==> config.mk <==
export PLATFORM = sky130hd
export DESIGN_NAME = register_write_arbiter
export DESIGN_NICKNAME = d
export VERILOG_FILES = /design/src/rtl/register_write_arbiter.sv
export SDC_FILE = /design/constraint.sdc
export NUM_CORES = 1
export LEC_CHECK = 0
export BUFFER_PORTS_ARGS = -buffer_cell sky130_fd_sc_hd__buf_2
export CAP_MARGIN = 0
export CORE_MARGIN = 2
export CORE_UTILIZATION = 39
export CTS_BUF_LIST = sky130_fd_sc_hd__clkbuf_8
export CTS_CLUSTER_SIZE = 8
export DETAILED_ROUTE_END_ITERATION = 10
export GPL_TIMING_DRIVEN = 0
export HOLD_SLACK_MARGIN = 0.08
export PLACE_DENSITY = 0.8
export REMOVE_ABC_BUFFERS = 1
export SYNTH_ARGS = -nofsm -noshare
export SYNTH_HDL_FRONTEND = slang
export SYNTH_SLANG_ARGS = --single-unit
==> constraint.sdc <==
create_clock -name clk -period 2.7 [get_ports clk]
set_clock_uncertainty 0.05 [all_clocks]
set_input_delay 0.54 -clock clk [delete_from_list [all_inputs] [get_ports clk]]
set_output_delay 0.54 -clock clk [all_outputs]
set_load 0.03 [all_outputs]
==> src/rtl/register_write_arbiter.sv <==
// Shared-register write arbiter: round-robin grant among NUM_REQS writers,
// with an optional lock that gives one writer exclusive ownership.
module register_write_arbiter #(
  parameter int BIT_WIDTH = 32,
  parameter int NUM_REQS  = 4
) (
  input  logic                          clk,
  input  logic                          reset,
  input  logic [NUM_REQS-1:0]           recv_val,
  input  logic [NUM_REQS*BIT_WIDTH-1:0] recv_msg,
  input  logic [NUM_REQS-1:0]           recv_lock,
  output logic [NUM_REQS-1:0]           recv_rdy,
  output logic [BIT_WIDTH-1:0]          q,
  output logic                          q_val,
  output logic [$clog2(NUM_REQS)-1:0]   last_id,
  output logic                          locked
);

  localparam int IDW = $clog2(NUM_REQS);
  localparam logic [IDW:0] N_EXT = (IDW+1)'(NUM_REQS);

  localparam logic [0:0] ST_UNLOCKED = 1'b0;
  localparam logic [0:0] ST_LOCKED   = 1'b1;

  logic [0:0]           state_q, state_d;
  logic [IDW-1:0]       ptr_q, ptr_d;
  logic [IDW-1:0]       last_id_q, last_id_d;
  logic [BIT_WIDTH-1:0] q_q, q_d;
  logic                 q_val_q, q_val_d;

  logic                 grant_found;
  logic [IDW-1:0]       win_idx;
  logic [IDW-1:0]       ptr_inc;
  logic [IDW:0]         cand;
  logic [BIT_WIDTH-1:0] msg_arr [NUM_REQS];

  genvar gi;
  generate
    for (gi = 0; gi < NUM_REQS; gi++) begin : g_port
      assign msg_arr[gi]  = recv_msg[gi*BIT_WIDTH +: BIT_WIDTH];
      assign recv_rdy[gi] = grant_found && (win_idx == IDW'(gi));
    end
  endgenerate

  // Offsets are scanned from farthest to nearest so the nearest valid
  // requester from ptr overwrites any earlier candidate.
  always_comb begin
    grant_found = 1'b0;
    win_idx     = '0;
    cand        = '0;
    if (state_q == ST_LOCKED) begin
      grant_found = recv_val[ptr_q];
      win_idx     = ptr_q;
    end else begin
      for (int k = NUM_REQS - 1; k >= 0; k--) begin
        cand = {1'b0, ptr_q} + (IDW+1)'(k);
        if (cand >= N_EXT) cand = cand - N_EXT;
        if (recv_val[cand[IDW-1:0]]) begin
          grant_found = 1'b1;
          win_idx     = cand[IDW-1:0];
        end
      end
    end
    if (reset) grant_found = 1'b0;
  end

  assign ptr_inc = (win_idx == IDW'(NUM_REQS - 1)) ? '0 : win_idx + 1'b1;

  always_comb begin
    state_d   = state_q;
    ptr_d     = ptr_q;
    last_id_d = last_id_q;
    q_d       = q_q;
    q_val_d   = q_val_q;
    if (grant_found) begin
      q_d       = msg_arr[win_idx];
      q_val_d   = 1'b1;
      last_id_d = win_idx;
      // A locking writer keeps the pointer on itself; that pointer is the owner.
      if (recv_lock[win_idx]) begin
        ptr_d   = win_idx;
        state_d = ST_LOCKED;
      end else begin
        ptr_d   = ptr_inc;
        state_d = ST_UNLOCKED;
      end
    end
  end

  always_ff @(posedge clk) begin
    if (reset) begin
      state_q   <= ST_UNLOCKED;
      ptr_q     <= '0;
      last_id_q <= '0;
      q_q       <= '0;
      q_val_q   <= 1'b0;
    end else begin
      state_q   <= state_d;
      ptr_q     <= ptr_d;
      last_id_q <= last_id_d;
      q_q       <= q_d;
      q_val_q   <= q_val_d;
    end
  end

  assign q       = q_q;
  assign q_val   = q_val_q;
  assign last_id = last_id_q;
  assign locked  = (state_q == ST_LOCKED);

endmodule

==> results.json <==
{
  "outcome": "finished with violations",
  "violations": "setup timing",
  "min_period_over_period_pct": 108,
  "insertion_delay_ns": 0.28,
  "syn_area_mm2": 0.00255,
  "hold_viol_final": 0,
  "start_util_pct": 40.1,
  "post_drt_wl_per_cell_um": 15.6,
  "final.setup.worst_slack_ns": -0.217,
  "drtAntennaViolNets": 0,
  "setup_viol": 4,
  "final_common_cell": "buf_2",
  "dp_hpwl_um": 5470,
  "cp.buffers_inverters": 4,
  "grt_overflow": 0,
  "n_antenna_cell": 0,
  "die_w_um": 84.8,
  "crit_required_ns": 2.11,
  "worst_setup_path_start_kind": "flop",
  "grt_max_degree": 36,
  "synth_edf_count": 0,
  "grt_pass1_vias": 3333,
  "fp-row-count": 29,
  "holdBufCountCts": 0,
  "dieArea_mm2": 0.00719,
  "fmax_mhz": 343,
  "layout-drive-gt1-share_pct": 43.1,
  "clk_pin_slew_ns": 0.07,
  "cts-root-buf": "clkbuf_8",
  "maxSlewViolCount": 0,
  "cts_sinks": 38,
  "finalWirelength_um": 10000,
  "yosysWarningCount": 0,
  "critPathMaxFanout": 7,
  "ys_ff_latch": 38,
  "netlist-cell-type-count": 36,
  "tns_ns": -0.658,
  "core_mm2": 0.00635,
  "syn_avg_cell_area_um2": 6.77,
  "yosysTopAreaCell": "dfxtp_1",
  "n_fill_cell": 541,
  "crit_type": "reg -> out",
  "synth_ff_type": "dfxtp_1",
  "layout.cells.non_filler": 643,
  "area_growth_syn_to_layout_pct": 57.3,
  "rsz0062_at_grt": "true",
  "drt_pre_antenna_iters": 5,
  "grt_pass1_wl_um": 15500,
  "layout_min_cycle_time_ns": 2.92,
  "endpoint_kind": "output port",
  "gp_congestion": 0.919,
  "placed_cells": 604,
  "fp.dieH_um": 84.8,
  "antenna_found_initial": 0,
  "track_usage_pct": 26.5,
  "tritoncts": "done",
  "htreeDepth": 2,
  "drv_cap": 0,
  "synth_top_area_share_pct": 29.9,
  "via_per_inst": 5.50,
  "fin_total_pwr_mw": 4.59,
  "io-pin-count": 178,
  "synth.area.top_cells": "dfxtp_1 30%, nand2_1 24%, a221o_1 13%",
  "synthCells": 376,
  "first_iter_violations": 223,
  "max_stage_delay_ns": 0.38,
  "place_area_mm2": 0.00340,
  "area.sequential_um2": 772,
  "critical-path-slowest-cell": "dfxtp_4",
  "p_leak_nw": 2.19,
  "cts_made_buffers": 5,
  "relSlewSlack_pct": 46.8,
  "crit_arrival_ns": 2.33,
  "final_cell_area_mm2": 0.00401,
  "hold_class": "reg -> reg",
  "ir_drop_uv": 756,
  "drc": 0,
  "final_core_util_pct": 63.1,
  "multi_input_area_mm2": 0.00182,
  "vias": 3536,
  "synth-async-reset-ratio_pct": 0,
  "clk_path_buf_depth": 2,
  "ys_seq_area_share_pct": 29.9,
  "crit_path_cell_trace": "buf_4, o31ai_4, buf_4, o32ai_4, mux2_8, buf_8, ha_4, and3_4, buf_6",
  "nets": 707,
  "cpLargestDelayFamily": "buffers and inverters",
  "crit_top_cell": "buf_4",
  "power.density_mw_per_mm2": 1150,
  "worst_slew_pin_slew_ns": 0.797,
  "port_buffers": 177,
  "layout_common_cells": "170 x buf_2, 166 x nand2_1, 36 x a21oi_1, 35 x dfxtp_1, 33 x a221o_1"
}
[metal layers]
layer	up-vias	global-route usage [%]	routed length [um]
met2	221	48.0	5160
met3	32	4.42	799
met1	1607	31.5	3750
met5	-	0	0
met4	0	8.80	305
li1	1676	-	-
[cells in the mapped netlist (4+ instances only)]
library cell	n
nand2_1	166
dfxtp_1	38
a21oi_1	36
a221o_1	33
nor2_1	14
buf_2	12
clkbuf_1	10
nand2b_1	6
inv_1	5
and3_1	4
buf_6	4
ha_1	4
nor2b_1	4
[state kept, by name (all words and copies together) (netlist names)]
name     count
ptr_q        2
last_id      2
q           32
locked       1
q_val        1
[path summary, 6_finish.rpt]
| kind | start | endpoint | slack [ns] | depth (start not counted) |
|---|---|---|---|---|
| min reg2reg | q[31]$_SDFFE_PP0P_ | q[31]$_SDFFE_PP0P_ | 0.44 | 1 |
| min | q[31]$_SDFFE_PP0P_ | q[31]$_SDFFE_PP0P_ | 0.44 | 1 |
| max reg2reg | ptr_q[0]$_SDFFE_PP0P_ | q[0]$_SDFFE_PP0P_ | 0.14 | 8 |
| max | ptr_q[0]$_SDFFE_PP0P_ | recv_rdy[0] | -0.22 | 9 |
[repair_timing]
item / 4_1_cts / 5_1_grt
endpoints found under the setup margin: 39 / 37
pin swaps: 2 / 4
buffers inserted: 17 / 10
gates cloned: 4 / 0
resized for setup: 41 / 16
[final cells by class]
cell class              instances  area share, %
multi-input cells             306           45.4
inverters                       7           1.06
repair buffers                205           28.8
clock inverters                 3          0.937
clock buffers                   5           1.72
repair inverters                2          0.437
well taps                      77           2.41
flip-flops and latches         38           19.3
[logic make-up (layout without fill, tap and decap cells)]
kind of cell / count (synthesis) / count (layout) / share of synthesized area (%)
simple gates: 204 / 204 / 32.4
compound gates: 91 / 91 / 26.6
flops: 38 / 38 / 29.9
buf+inv: 34 / 222 / 6.93
mux: 5 / 7 / 2.21
fa+ha+maj: 4 / 4 / 1.97
[power breakdown]
part	total, mW	internal [mW]	switching [mW]
clock	0.464	0.269	0.195
combinational	3.22	1.24	1.98
sequential	0.900	0.777	0.123
[through the flow]
step	hold slack [ns]	setup slack (ns)
finish	0.435	-0.217
global route	0.448	-0.261
CTS	0.437	-0.155
detailed placement	0.415	-1.49
global placement	0.408	-1.43
floorplan	0.552	-0.839
Power figures use the tool's default switching activity.
